--- src/rtl/snake_pkg.sv ---
// Shared types for the snake display path: grid shape, flasher state encoding
// and a width helper for small saturating counters.
package snake_pkg;

   localparam int GRID_ROWS = 8;
   localparam int GRID_COLS = 8;

   typedef logic [GRID_ROWS-1:0][GRID_COLS-1:0] grid_t;

   typedef enum logic [1:0] {FL_IDLE, FL_ON, FL_OFF, FL_HOLD} flash_state_t;

   // Bits needed to hold 0..max inclusive, never less than one.
   function automatic int cnt_width(input int max);
      return (max < 1) ? 1 : $clog2(max + 1);
   endfunction

endpackage

--- src/rtl/collision_flasher_if.sv ---
// Game-core <-> flasher bundle: collision/blink events and head grid in,
// orange-layer drive and status out.
interface collision_flasher_if
   import snake_pkg::*;
#(
   parameter int ROWS = GRID_ROWS,
   parameter int COLS = GRID_COLS
);
   logic                       tracking;
   logic                       snake;
   logic                       clear;
   logic [ROWS-1:0][COLS-1:0]  head_position;
   logic [ROWS-1:0][COLS-1:0]  orange_array;
   logic                       busy;
   logic                       done;

   modport master (
      output tracking, snake, clear, head_position,
      input  orange_array, busy, done
   );

   modport slave (
      input  tracking, snake, clear, head_position,
      output orange_array, busy, done
   );
endinterface

--- src/rtl/blink_counter.sv ---
// Saturating up-counter with synchronous clear; tc flags that the count has
// reached MAX and stays high while it sits there.
module blink_counter
   import snake_pkg::*;
#(
   parameter int MAX = 3
) (
   input  logic Clock,
   input  logic reset,
   input  logic clr,
   input  logic inc,
   output logic tc
);
   localparam int W = cnt_width(MAX);

   logic [W-1:0] cnt;

   assign tc = (cnt == W'(MAX));

   always_ff @(posedge Clock or negedge reset) begin
      if (!reset)
         cnt <= '0;
      else if (clr)
         cnt <= '0;
      else if (inc && !tc)
         cnt <= cnt + 1'b1;
   end
endmodule

--- src/rtl/collision_flasher.sv ---
// Captures the head grid on a collision pulse and blinks it on the orange
// layer, one display toggle per blink tick, then holds it steady until clear.
module collision_flasher
   import snake_pkg::*;
#(
   parameter int ROWS          = GRID_ROWS,
   parameter int COLS          = GRID_COLS,
   parameter int BLINK_COUNT   = 3,
   parameter int BLINK_FOREVER = 0
) (
   input  logic                Clock,
   input  logic                reset,
   collision_flasher_if.slave  bus
);
   localparam bit FOREVER = (BLINK_FOREVER != 0);

   flash_state_t              state, state_nx;
   logic [ROWS-1:0][COLS-1:0] snapshot;
   logic                      capture;
   logic                      cnt_clr;
   logic                      cnt_inc;
   logic                      cnt_tc;

   // Counts completed ON phases; tc tells OFF whether the last one has run.
   blink_counter #(
      .MAX (BLINK_COUNT)
   ) u_cnt (
      .Clock (Clock),
      .reset (reset),
      .clr   (cnt_clr),
      .inc   (cnt_inc),
      .tc    (cnt_tc)
   );

   always_ff @(posedge Clock or negedge reset) begin
      if (!reset) begin
         state    <= FL_IDLE;
         snapshot <= '0;
      end else begin
         state <= state_nx;
         if (bus.clear)
            snapshot <= '0;
         else if (capture)
            snapshot <= bus.head_position;
      end
   end

   // clear beats snake beats tracking; events outside their state are dropped.
   always_comb begin
      state_nx = state;
      capture  = 1'b0;
      cnt_clr  = 1'b0;
      cnt_inc  = 1'b0;
      if (bus.clear) begin
         state_nx = FL_IDLE;
         cnt_clr  = 1'b1;
      end else begin
         case (state)
            FL_IDLE: if (bus.snake) begin
               state_nx = FL_ON;
               capture  = 1'b1;
               cnt_clr  = 1'b1;
            end
            FL_ON: if (bus.tracking) begin
               state_nx = FL_OFF;
               cnt_inc  = 1'b1;
            end
            FL_OFF: if (bus.tracking)
               state_nx = (!FOREVER && cnt_tc) ? FL_HOLD : FL_ON;
            FL_HOLD: state_nx = FL_HOLD;
            default: state_nx = FL_IDLE;
         endcase
      end
   end

   assign bus.orange_array = (state == FL_ON || state == FL_HOLD) ? snapshot : '0;
   assign bus.busy         = (state != FL_IDLE);
   assign bus.done         = (state == FL_HOLD);
endmodule

--- src/flat_wrapper.sv ---
// flat-port wrapper written by rule: the top's interface ports become plain ports
module collision_flasher_flat import snake_pkg::*;
#(
   parameter int ROWS          = GRID_ROWS,
   parameter int COLS          = GRID_COLS,
   parameter int BLINK_COUNT   = 3,
   parameter int BLINK_FOREVER = 0
)
  (Clock, reset, bus_tracking, bus_snake, bus_clear, bus_head_position, bus_orange_array, bus_busy, bus_done);
  collision_flasher_if #(.ROWS(ROWS), .COLS(COLS)) bus_i ();
  input  logic Clock;
  input  logic reset;
  input wire logic [$bits(bus_i.tracking)-1:0] bus_tracking;
  input wire logic [$bits(bus_i.snake)-1:0] bus_snake;
  input wire logic [$bits(bus_i.clear)-1:0] bus_clear;
  input wire logic [$bits(bus_i.head_position)-1:0] bus_head_position;
  output wire logic [$bits(bus_i.orange_array)-1:0] bus_orange_array;
  output wire logic [$bits(bus_i.busy)-1:0] bus_busy;
  output wire logic [$bits(bus_i.done)-1:0] bus_done;
  assign bus_i.tracking = bus_tracking;
  assign bus_i.snake = bus_snake;
  assign bus_i.clear = bus_clear;
  assign bus_i.head_position = bus_head_position;
  assign bus_orange_array = bus_i.orange_array;
  assign bus_busy = bus_i.busy;
  assign bus_done = bus_i.done;
  collision_flasher #(.ROWS(ROWS), .COLS(COLS), .BLINK_COUNT(BLINK_COUNT), .BLINK_FOREVER(BLINK_FOREVER)) u_core (.Clock(Clock), .reset(reset), .bus(bus_i));
endmodule
--- config.mk ---
export PLATFORM = sky130hd
export DESIGN_NAME = collision_flasher_flat
export DESIGN_NICKNAME = d
export VERILOG_FILES = /design/src/rtl/snake_pkg.sv /design/src/rtl/collision_flasher_if.sv /design/src/rtl/blink_counter.sv /design/src/rtl/collision_flasher.sv /design/src/flat_wrapper.sv
export SDC_FILE = /design/constraint.sdc
export NUM_CORES = 1
export LEC_CHECK = 0
export ABC_AREA = 1
export BUFFER_PORTS_ARGS = -buffer_cell sky130_fd_sc_hd__buf_4
export CAP_MARGIN = 20
export CORE_MARGIN = 2
export CORE_UTILIZATION = 35
export CTS_CLUSTER_DIAMETER = 50
export CTS_CLUSTER_SIZE = 30
export DETAILED_ROUTE_END_ITERATION = 7
export GPL_TIMING_DRIVEN = 0
export PLACE_DENSITY = 0.62
export SYNTH_ARGS = -nofsm -noshare
export SYNTH_HDL_FRONTEND = slang
export SYNTH_SLANG_ARGS = --single-unit
--- constraint.sdc ---
create_clock -name Clock -period 1.3 [get_ports Clock]
set_input_delay 0.26 -clock Clock [delete_from_list [all_inputs] [get_ports Clock]]
set_output_delay 0.26 -clock Clock [all_outputs]
set_load 0.05 [all_outputs]
Word level (Yosys, flattened, before mapping)
Index checks and enable logic that the tools add are counted.
Cells by class
  add/sub/neg operators: 1
  reductions and logical operators: 8
  equal/unequal tests: 7
  mux-type cells: 18
Operators by type and width (number)
  $mux W64: 3
  $mux W2: 7
  $ne A3 B3 Y1 const B: 3
  $pmux W2 S4: 1
  $mux W1: 7
  $eq A2 B2 Y1 const B: 3
  $reduce_bool A2 Y1: 3
  $reduce_and A3 Y1: 1
  $add A2 B1 Y2 const B: 1
  $eq A2 B1 Y1 const B: 1
  $logic_not A2 Y1: 1
  $logic_and A1 B1 Y1: 1
  $logic_not A1 Y1: 1
  $logic_or A1 B1 Y1: 1
Storage, ports and cells
  logic and storage cells: 44
  register bits: 68
  output and inout port bits: 66

Logic depth before layout (Yosys ltp)
Gate-level depths: netlist (run 1).
  depth in word-level cells: 6
  mapped depth: 6
  mapped depth without buffers: 6

Cells and area by module
Synthesis (run 1) repeated with hierarchy kept, for this count alone.
Unflattened totals
  cell total of the unflattened synthesis: 443
  area total of the unflattened synthesis: 3184.3 µm²
By module, submodules not included
  collision_flasher: times used 1, sequential area each 1651.6 µm², cells each 430, area each 3078.0 µm²
  blink_counter: times used 1, sequential area each 50.0 µm², cells each 13, area each 106.4 µm²

Worst setup path before layout (run 1)
Ideal clock, no wire load.
  path kind: register to output
  start point: reg u_core.state[0]
  end point: out bus_orange_array[13]
  cell stages (with the launch flop): 5
  path slack: -0.231 ns
  data arrival time: 1.271 ns
  required time: 1.040 ns
  buffers on the path: 2
  cell sequence: dfrtp_1 -> clkbuf_1 -> buf_2 -> nand2_1 -> inv_1
Between the ends
  word-level cells in the longest chain between the ends: 3
  elaborated cells between the ends (all ways): 4
RTL lines
  start, declared: line collision_flasher.sv:17  | flash_state_t state, state_nx;
  start signal, assigned: line collision_flasher.sv:40  | state <= state_nx;
  $eq A2 B1 Y1 / $eq A2 B2 Y1 (equally long branches): line collision_flasher.sv:76  | assign bus.orange_array = (state == FL_ON || state == FL_HOLD) ? snapshot : '0;
  $logic_or A1 B1 Y1 *: line collision_flasher.sv:76
  $mux W64 *: line collision_flasher.sv:76
  end, declared: line flat_wrapper.sv:17  | output wire logic [$bits(bus_i.orange_array)-1:0] bus_orange_array;
Every way passes the cells marked *; elsewhere a longest branch is shown, timed or not.

Final worst setup path (run 1)
  start point: reg u_core.state[0]
  end point: out bus_orange_array[40]
Same word-level chain as after synthesis.

==> results.json, run 1 <==
{
  "status": "finished, violations left",
  "violations": "negative setup slack",
  "grt_setup_unrepaired": "true",
  "cp_max_fo": 10,
  "seqCellArea_um2": 1700,
  "cts_tree": "done",
  "die_area_um2": 9850,
  "antenna_found_initial": 0,
  "criticalPathCategory": "flip-flop to output port",
  "hold_slack_ns": 0.0249,
  "maxSlewViolCount": 0,
  "r2r_setup_slack_ns": -0.30,
  "r2r.worst_path.cells": 10,
  "row_count": 34,
  "clkLatencyLatePin_ns": 0.34,
  "antenna_cells": 0,
  "maxCapViolCount": 0,
  "power_leakage_nw": 2.83,
  "portBuffers": 134,
  "coreArea_um2": 8760,
  "multi_input_area_um2": 1310,
  "clkTransAtPathRegs_ns": 0.08,
  "clock_sinks": 68,
  "cts_buffers": 9,
  "ys_ff_latch": 68,
  "place_area_um2": 4550,
  "tightest_slew_ns": 0.880,
  "synthCells": 442,
  "dieHeight_um": 99.2,
  "final_cells": 721,
  "ys_seq_area_share_pct": 53.6,
  "num_vias": 3161,
  "gp_congestion": 0.796,
  "crit_path_start_kind": "flip-flop",
  "holdBufCountCts": 0,
  "antenna_left": 0,
  "viasPerCell": 4.38,
  "synth_fp_nets": 512,
  "ys_types": 15,
  "h-tree-depth": 3,
  "clockBufferDepth": 2,
  "die_w_um": 99.2,
  "nets": 678,
  "final_area_um2": 5620,
  "route.detailed.drc": 0,
  "slew_headroom_pct": 41.3,
  "ios": 135,
  "fin_ws_ns": -0.377,
  "firstDrtPassIters": 4,
  "grt.overflow.total": 0,
  "hold_path.class": "input pin to asynchronous set/reset pin",
  "place_inst": 684,
  "grt_use_total_pct": 18.5,
  "drt_iter0_markers": 83,
  "layout_commonest_cell": "nand2_1",
  "fin_crit_ns": 1.68,
  "routed_wl_um": 9040,
  "min_period_over_period_pct": 129,
  "r2r_start": "u_core.state[0]",
  "ys_warn_count": 0,
  "post_route_cells_drive_above_1_share_pct": 53.0,
  "finalClockSkew_ns": 0.0101,
  "cp.arrival_ns": 1.42,
  "num-fill-cells": 790,
  "crit_required_ns": 1.04,
  "setup_violations": 134,
  "grt_pass1_vias": 3096,
  "crit-reg2reg-capture": "u_core.snapshot[23]",
  "max_freq_ghz": 0.596,
  "grt_start_max_net_pins": 69,
  "initial_core_util_pct": 36.2,
  "cts_root_buf": "clkbuf_8",
  "avgSynthCellArea_um2": 7.18,
  "hold_viol": 0,
  "syn_to_final_growth_pct": 77.1,
  "power_density_nw_per_um2": 1580,
  "wire_per_inst_um": 12.5,
  "endpoint_kind": "output port",
  "layout_common_cells": "nand2_1 (198), buf_4 (85), dfrtp_1 (67)",
  "grt_first_pass_wirelength_um": 14600,
  "peakVddDrop_v": 0.000647,
  "syn_area_um2": 3170,
  "hpwl_um": 5980
}
[per-stage QoR]
step	TNS (ns)	setup slack (ns)	power, mW	utilization (%)
after floorplan	-2.50	-0.0501	4.83	-
after global placement	-21.89	-0.261	5.75	51.9
after detailed placement	-22.83	-0.239	5.80	51.9
after CTS	-34.29	-0.388	8.61	61.6
after global routing	-50.05	-0.427	9.39	64.2
final	-40.60	-0.377	8.89	64.2
[sequential cells by signal, indices dropped and copies added (netlist names)]
signal	cells
u_core.snapshot	64
u_core.state	2
u_core.u_cnt.cnt	2
[synth_stat cells]
master	n	area, µm²
buf_1	1	3.75
a21oi_4	1	16.3
buf_6	1	11.3
nand4_1	1	6.26
nand2_1	266	998
nor2_4	2	22.5
nor2_1	8	30.0
a31oi_1	1	6.26
dfrtp_1	68	1700
a21oi_1	1	5.00
ha_1	1	12.5
clkbuf_1	6	22.5
nand3_1	3	15.0
inv_1	70	263
buf_2	12	60.1
[worst max path at each step]
stage / start / endpoint
global route: u_core.state[0] / bus_orange_array[47]
floorplan: u_core.state[0] / bus_orange_array[13]
global placement: u_core.state[0] / bus_orange_array[9]
finish: u_core.state[0] / bus_orange_array[40]
detailed placement: u_core.state[0] / bus_orange_array[7]
CTS: u_core.state[0] / bus_orange_array[36]
[area by class of cell]
| class | instances | area share (%) |
|---|---|---|
| Buffer | 19 | 4.76 |
| Clock buffer | 12 | 2.76 |
| Clock inverter | 4 | 0.846 |
| Inverter | 70 | 8.68 |
| Multi-Input combinational cell | 284 | 23.3 |
| Sequential cell | 68 | 30.3 |
| Tap cell | 108 | 2.40 |
| Timing Repair Buffer | 156 | 27.0 |
[what timing repair did]
| action | CTS | global route |
|---|---|---|
| endpoints found under the setup margin | 129 | 134 |
| gates resized for setup | 168 | 43 |
| pin swaps | 3 | 27 |
| setup buffers | 11 | 4 |
| gates cloned | 5 | 2 |
[where the power goes]
part           total, mW  internal (mW)  switching [mW]
combinational       4.34           1.83            2.51
clock               1.77          0.986           0.788
sequential          2.77           2.49           0.281
total               8.89           5.31            3.58
[critical path, cell delays in order, from the launching register on]
cell	delay (ns)
dfrtp_2	0.43
clkbuf_16	0.18
buf_12	0.15
nand2_4	0.07
clkinvlp_4	0.09
buf_8	0.15
[per-layer routing]
layer	track usage [%]	part of all wire [%]	vias to the layer above
li1	-	-	1593
met1	25.4	46	1460
met2	29.3	47	100
met3	3.65	5.7	8
met4	6.32	0.94	0
met5	0	0	-
[kinds of logic (layout without fill, tap and decap cells)]
kind of cell	Yosys count	in the layout	share of synthesized area, %
adder cells (fa/ha/maj)	1	1	0.394
flip-flops	68	68	53.6
buffers and inverters	90	261	11.4
AO/OA/AOI/OAI	3	3	0.867
AND/OR/NAND/NOR	280	280	33.8
Note: power is estimated with default switching activity, not from simulation.
==> run 2, diff against run 1 <==
--- a/config.mk
+++ b/config.mk
@@ -9,12 +9,12 @@
 export BUFFER_PORTS_ARGS = -buffer_cell sky130_fd_sc_hd__buf_4
 export CAP_MARGIN = 20
 export CORE_MARGIN = 2
-export CORE_UTILIZATION = 35
+export CORE_UTILIZATION = 43
 export CTS_CLUSTER_DIAMETER = 50
 export CTS_CLUSTER_SIZE = 30
 export DETAILED_ROUTE_END_ITERATION = 7
 export GPL_TIMING_DRIVEN = 0
-export PLACE_DENSITY = 0.62
+export PLACE_DENSITY = 0.74
 export SYNTH_ARGS = -nofsm -noshare
 export SYNTH_HDL_FRONTEND = slang
 export SYNTH_SLANG_ARGS = --single-unit
==> run 2 against run 1 <==
Count of clock-buffer cells in the layout grew 3. Non-clock buffer count grew 3. The flow still finishes with violations (negative setup slack). Highest routed layer unchanged. First-iteration DRC count grew 59%.
==> results.json, run 2 (synthesis gave the netlist of run 1 again) <==
{
  "status": "finished, violations left",
  "violations": "negative setup slack",
  "criticalPathCategory": "flip-flop to output port",
  "critPathLaunch": "u_core.state[0]",
  "final_core_util_pct": 78.0,
  "drt_iter0_markers": 132,
  "fin_crit_ns": 1.73,
  "clockBufferDepth": 2,
  "power_leakage_nw": 2.86,
  "cts_buffers": 9,
  "hold_path.class": "input pin to asynchronous set/reset pin",
  "nets": 681,
  "grt_start_max_net_pins": 69,
  "tns_ns": -43.84,
  "firstDrtPassIters": 4,
  "seqCellArea_um2": 1700,
  "grt.overflow.total": 0,
  "antenna_left": 0,
  "grt_setup_unrepaired": "true",
  "comb_power_share_pct": 50.3,
  "maxCapViolCount": 0,
  "crit_buf_inv": 4,
  "regMostFlops": "u_core.snapshot",
  "post-place-ws_ns": -0.291,
  "hold_viol": 0,
  "cp_max_fo": 10,
  "slowest_delay_ns": 0.45,
  "top_regs": "u_core.snapshot x64, u_core.state x2, u_core.u_cnt.cnt x2",
  "coreArea_um2": 7210,
  "crit-reg2reg-capture": "u_core.snapshot[19]",
  "antenna_found_initial": 0,
  "grt_use_total_pct": 23.3,
  "gp_congestion": 0.769,
  "r2r_setup_slack_ns": -0.40,
  "row_count": 31,
  "final_cells": 715,
  "crit_required_ns": 1.04,
  "path_cells": "clkbuf_16 -> buf_12 -> nand2_2 -> clkinvlp_4 -> buf_6",
  "hpwl_um": 5830,
  "clkTransAtPathRegs_ns": 0.07,
  "layout_common_cells": "nand2_1 (205), buf_4 (88), dfrtp_1 (67)",
  "crit_path_start_kind": "flip-flop",
  "clkLatencyLatePin_ns": 0.34,
  "hold_slack_ns": 0.0212,
  "r2r_start": "u_core.state[0]",
  "endpoint_kind": "output port",
  "layout_commonest_cell": "nand2_1",
  "post_route_cells_drive_above_1_share_pct": 52.1,
  "peakVddDrop_v": 0.000859,
  "h-tree-depth": 3,
  "dieHeight_um": 89.9,
  "slew_headroom_pct": 42.3,
  "power_density_nw_per_um2": 1580,
  "place_inst": 675,
  "cp.arrival_ns": 1.47,
  "die_area_um2": 8090,
  "seqPwrFrac_pct": 31.5,
  "max_freq_ghz": 0.578,
  "finalClockSkew_ns": 0.00645,
  "antenna_cells": 0,
  "portBuffers": 134,
  "num_vias": 3317,
  "crit_family": "buffers and inverters",
  "netSwitchingFraction_pct": 41.0,
  "cts_tree": "done",
  "switchingPower_mw": 3.64,
  "die_w_um": 89.9,
  "grt_pass1_vias": 3194,
  "critPathSlowestCell": "dfrtp_2",
  "num-fill-cells": 505,
  "ios": 135,
  "maxSlewViolCount": 0,
  "fin_ws_ns": -0.431,
  "largest_reg_flops": 64,
  "clkPwrFrac_pct": 18.2,
  "multi_input_area_um2": 1310,
  "routed_wl_um": 9670,
  "setup_violations": 134,
  "r2r.worst_path.cells": 10,
  "syn_to_final_growth_pct": 77.4,
  "min_period_over_period_pct": 133,
  "clock_sinks": 68,
  "viasPerCell": 4.64,
  "cts_root_buf": "clkbuf_8",
  "initial_core_util_pct": 44.0,
  "route.detailed.drc": 0,
  "tightest_slew_ns": 0.865,
  "grt_first_pass_wirelength_um": 15100,
  "wire_per_inst_um": 13.5,
  "internal_power_mw": 5.25
}
==> run 2: cell count changes in the layout (fill, tap and decap cells not counted), sizes merged <==
cell	before	now
clkinv	2	1
buf	167	174
clkinvlp	61	60
bufinv	1	0
clkbuf	20	19
==> run 2: worst max path at each step <==
| stage | slack [ns] | end | cells past startpoint |
|---|---|---|---|
| global placement | -0.29 | bus_orange_array[6] | 4 |
| finish | -0.43 | bus_orange_array[49] | 5 |
| detailed placement | -0.29 | bus_orange_array[3] | 4 |
| floorplan | -0.05 | bus_orange_array[13] | 4 |
| global route | -0.46 | bus_orange_array[49] | 5 |
| CTS | -0.40 | bus_orange_array[50] | 5 |
==> run 2: power by group through the flow <==
stage / sequential, mW / clock (mW) / combinational, mW
floorplan: 2.71 / 0 / 2.12
global placement: 2.74 / 0 / 2.97
detailed placement: 2.76 / 0 / 3.01
CTS: 2.77 / 1.64 / 4.10
global route: 2.84 / 1.77 / 4.75
finish: 2.80 / 1.62 / 4.48
==> run 2: cell type report <==
type                       count  share of cell area [%]
timing repair buffer         158                    27.2
clock buffer                  15                    3.13
clock inverter                 1                  0.0889
sequential                    68                    30.2
inverter                      70                    8.67
multi-input combinational    284                    23.2
tap                           99                    2.20
buffer                        20                    5.29
==> run 2: per-layer routing <==
metal  routed length [µm]  track usage (%)  vias to the layer above
li1                     -                -                     1602
met1                 3880             29.4                     1565
met2                 4970             39.6                      127
met3                  551             4.53                       23
met4                  268             9.49                        0
met5                    0                0                        -
==> run 2: what timing repair did <==
item	in CTS	in global routing
hold buffers	0	0
hold endpoints to repair	0	0
endpoints found under the setup margin	128	134
cloned	7	2
resized for setup	176	36
setup buffers	10	7
pin swaps	2	9
==> run 2: per-stage QoR <==
stage / area [µm²] / power (mW)
finish: 5630 / 8.89
global route: 5630 / 9.35
CTS: 5430 / 8.50
detailed placement: 4540 / 5.77
global placement: 4540 / 5.71
floorplan: 3410 / 4.83
==> run 3, diff against run 2 <==
--- a/config.mk
+++ b/config.mk
@@ -6,15 +6,15 @@
 export NUM_CORES = 1
 export LEC_CHECK = 0
 export ABC_AREA = 1
-export BUFFER_PORTS_ARGS = -buffer_cell sky130_fd_sc_hd__buf_4
 export CAP_MARGIN = 20
 export CORE_MARGIN = 2
-export CORE_UTILIZATION = 43
+export CORE_UTILIZATION = 55
 export CTS_CLUSTER_DIAMETER = 50
 export CTS_CLUSTER_SIZE = 30
 export DETAILED_ROUTE_END_ITERATION = 7
+export DONT_BUFFER_PORTS = 1
 export GPL_TIMING_DRIVEN = 0
-export PLACE_DENSITY = 0.74
+export PLACE_DENSITY = 0.71
 export SYNTH_ARGS = -nofsm -noshare
 export SYNTH_HDL_FRONTEND = slang
 export SYNTH_SLANG_ARGS = --single-unit
==> run 3 against run 2 <==
The flow finishes with violations (negative hold slack, negative setup slack). Register-to-register slack better by 0.15 ns. First-iteration DRC count up 3.8%. Critical path depth down 1. Non-clock buffer count down 135. Sequential share of layout area up 8.2 points. Clock power up 19%. Total power down 4.9%. Die area down 21%. Combinational power down 18%. Cell area down 21%. Cell count down 23%. Fmax up 0.20%. Highest routed layer unchanged.
==> results.json, run 3 (synthesis gave the netlist of run 1 again) <==
{
  "peakVddDrop_v": 0.00121,
  "syn_to_final_growth_pct": 39.5,
  "die_w_um": 80.0,
  "layout_commonest_cell": "nand2_1",
  "max_freq_ghz": 0.579,
  "antenna_found_initial": 0,
  "finalClockSkew_ns": 0.00754,
  "cp_max_fo": 10,
  "crit_path_start_kind": "flip-flop",
  "endpoint_kind": "output port",
  "tns_ns": -40.59,
  "cp.arrival_ns": 1.47,
  "layout_common_cells": "nand2_1 (209), dfrtp_1 (67), clkinvlp_4 (66)",
  "row_count": 27,
  "power_leakage_nw": 2.20,
  "die_area_um2": 6400,
  "r2r_start": "u_core.state[0]",
  "cts_root_buf": "clkbuf_8",
  "ios": 135,
  "viasPerCell": 5.12,
  "critPathSlowestCell": "dfrtp_2",
  "top_regs": "u_core.snapshot x64, u_core.state x2, u_core.u_cnt.cnt x2",
  "min_period_over_period_pct": 133,
  "hold_slack_ns": -0.400,
  "post-place-ws_ns": -0.215,
  "route.detailed.drc": 0,
  "crit-reg2reg-capture": "u_core.snapshot[43]",
  "place_inst": 514,
  "num_vias": 2833,
  "grt_setup_unrepaired": "true",
  "portBuffers": 0,
  "grt_start_max_net_pins": 69,
  "r2r_setup_slack_ns": -0.25,
  "clkLatencyLatePin_ns": 0.35,
  "clkTransAtPathRegs_ns": 0.07,
  "initial_core_util_pct": 57.3,
  "fin_ws_ns": -0.428,
  "hpwl_um": 5060,
  "final_cells": 553,
  "power_density_nw_per_um2": 1910,
  "routed_wl_um": 8380,
  "wire_per_inst_um": 15.2,
  "status": "finished, violations left",
  "criticalPathCategory": "flip-flop to output port",
  "tightest_slew_ns": 0.417,
  "gp_congestion": 0.739,
  "maxSlewViolCount": 0,
  "nets": 546,
  "grt.overflow.total": 0,
  "post_route_cells_drive_above_1_share_pct": 38.5,
  "slowest_delay_ns": 0.45,
  "antenna_cells": 0,
  "grt_use_total_pct": 27.3,
  "h-tree-depth": 3,
  "place_area_um2": 3500,
  "regMostFlops": "u_core.snapshot",
  "grt_pass1_vias": 2728,
  "setup_violations": 134,
  "drt_iter0_markers": 137,
  "cts_buffers": 9,
  "clockBufferDepth": 2,
  "coreArea_um2": 5540,
  "violations": "negative hold slack, negative setup slack",
  "hold_path.class": "input pin to asynchronous set/reset pin",
  "crit_buf_inv": 3,
  "path_cells": "clkbuf_16 -> buf_12 -> nand2_2 -> clkinvlp_4",
  "final_area_um2": 4430,
  "cts_tree": "done",
  "maxCapViolCount": 0,
  "hold_viol": 68,
  "grt_first_pass_wirelength_um": 13200,
  "r2r.worst_path.cells": 8,
  "fin_crit_ns": 1.73,
  "crit_family": "buffers and inverters",
  "largest_reg_flops": 64,
  "firstDrtPassIters": 4,
  "antenna_left": 0,
  "slew_headroom_pct": 72.2,
  "crit_required_ns": 1.04,
  "dieHeight_um": 80.0,
  "clock_sinks": 68
}
[run 3: cell count changes in the layout (fill, tap and decap cells not counted), moves of 3 or more]
cell        before  now
inv_2            3    0
clkinvlp_4      60   66
clkbuf_8        12   15
nand2_2         54   39
buf_6           62   10
buf_8           16    6
nand2_1        205  209
buf_12           7    4
nand2_4          7   18
buf_4           88   14
[run 3: cell type report]
| type | count | area [µm²] |
|---|---|---|
| tap | 72 | 90.1 |
| clock inverter | 4 | 72.6 |
| fill | 368 | 1110 |
| buffer | 20 | 290 |
| inverter | 70 | 507 |
| clock buffer | 12 | 145 |
| timing repair buffer | 23 | 264 |
| multi-input combinational | 284 | 1360 |
| sequential | 68 | 1700 |
[run 3: worst max-delay path by stage]
stage | start | endpoint | slack [ns] | depth (start not counted)
floorplan | u_core.state[0] | bus_orange_array[13] | -0.05 | 4
global placement | u_core.state[0] | u_core.snapshot[30] | -0.18 | 6
detailed placement | u_core.state[0] | u_core.snapshot[8] | -0.22 | 6
CTS | u_core.state[0] | bus_orange_array[35] | -0.40 | 4
global route | u_core.state[0] | bus_orange_array[38] | -0.47 | 4
finish | u_core.state[0] | bus_orange_array[55] | -0.43 | 4
[run 3: worst reg2reg max path: stages (launching register included)]
cell       delay (ns)
dfrtp_2          0.45
buf_4            0.17
nor2_4           0.14
nand2_2          0.08
nor2_4           0.12
buf_12           0.15
bufbuf_16        0.26
nand2_1          0.05
nand2_1          0.06
[run 3: metal layers]
layer | global-route usage, % | wire length [µm]
met5 | 0 | 0
met3 | 9.28 | 723
met2 | 45.4 | 4180
met1 | 32.3 | 3250
met4 | 11.4 | 225
[run 3: what timing repair did]
| item | 4_1_cts | 5_1_grt |
|---|---|---|
| gates resized for setup | 123 | 20 |
| buffers inserted | 16 | 3 |
| endpoints found under the setup margin | 129 | 134 |
| hold endpoints to repair | 68 | 68 |
| gates cloned | 4 | 0 |
| pin swaps | 2 | 2 |
[run 3: where the power goes]
part / internal [mW] / leakage [nW] / switching, mW
Sequential: 2.49 / 0.918 / 0.338
Clock: 1.13 / 0.107 / 0.795
Combinational: 1.31 / 1.17 / 2.39
Total: 4.93 / 2.20 / 3.52
[run 3: per-stage QoR]
| stage | util [%] | total power, mW |
|---|---|---|
| 3_3_place_gp | 63.2 | 5.16 |
| 5_1_grt | 79.9 | 8.85 |
| 6_report | 79.9 | 8.45 |
| 3_5_place_dp | 63.2 | 5.22 |
| 2_1_floorplan | - | 4.83 |
| 4_1_cts | 77.8 | 8.18 |
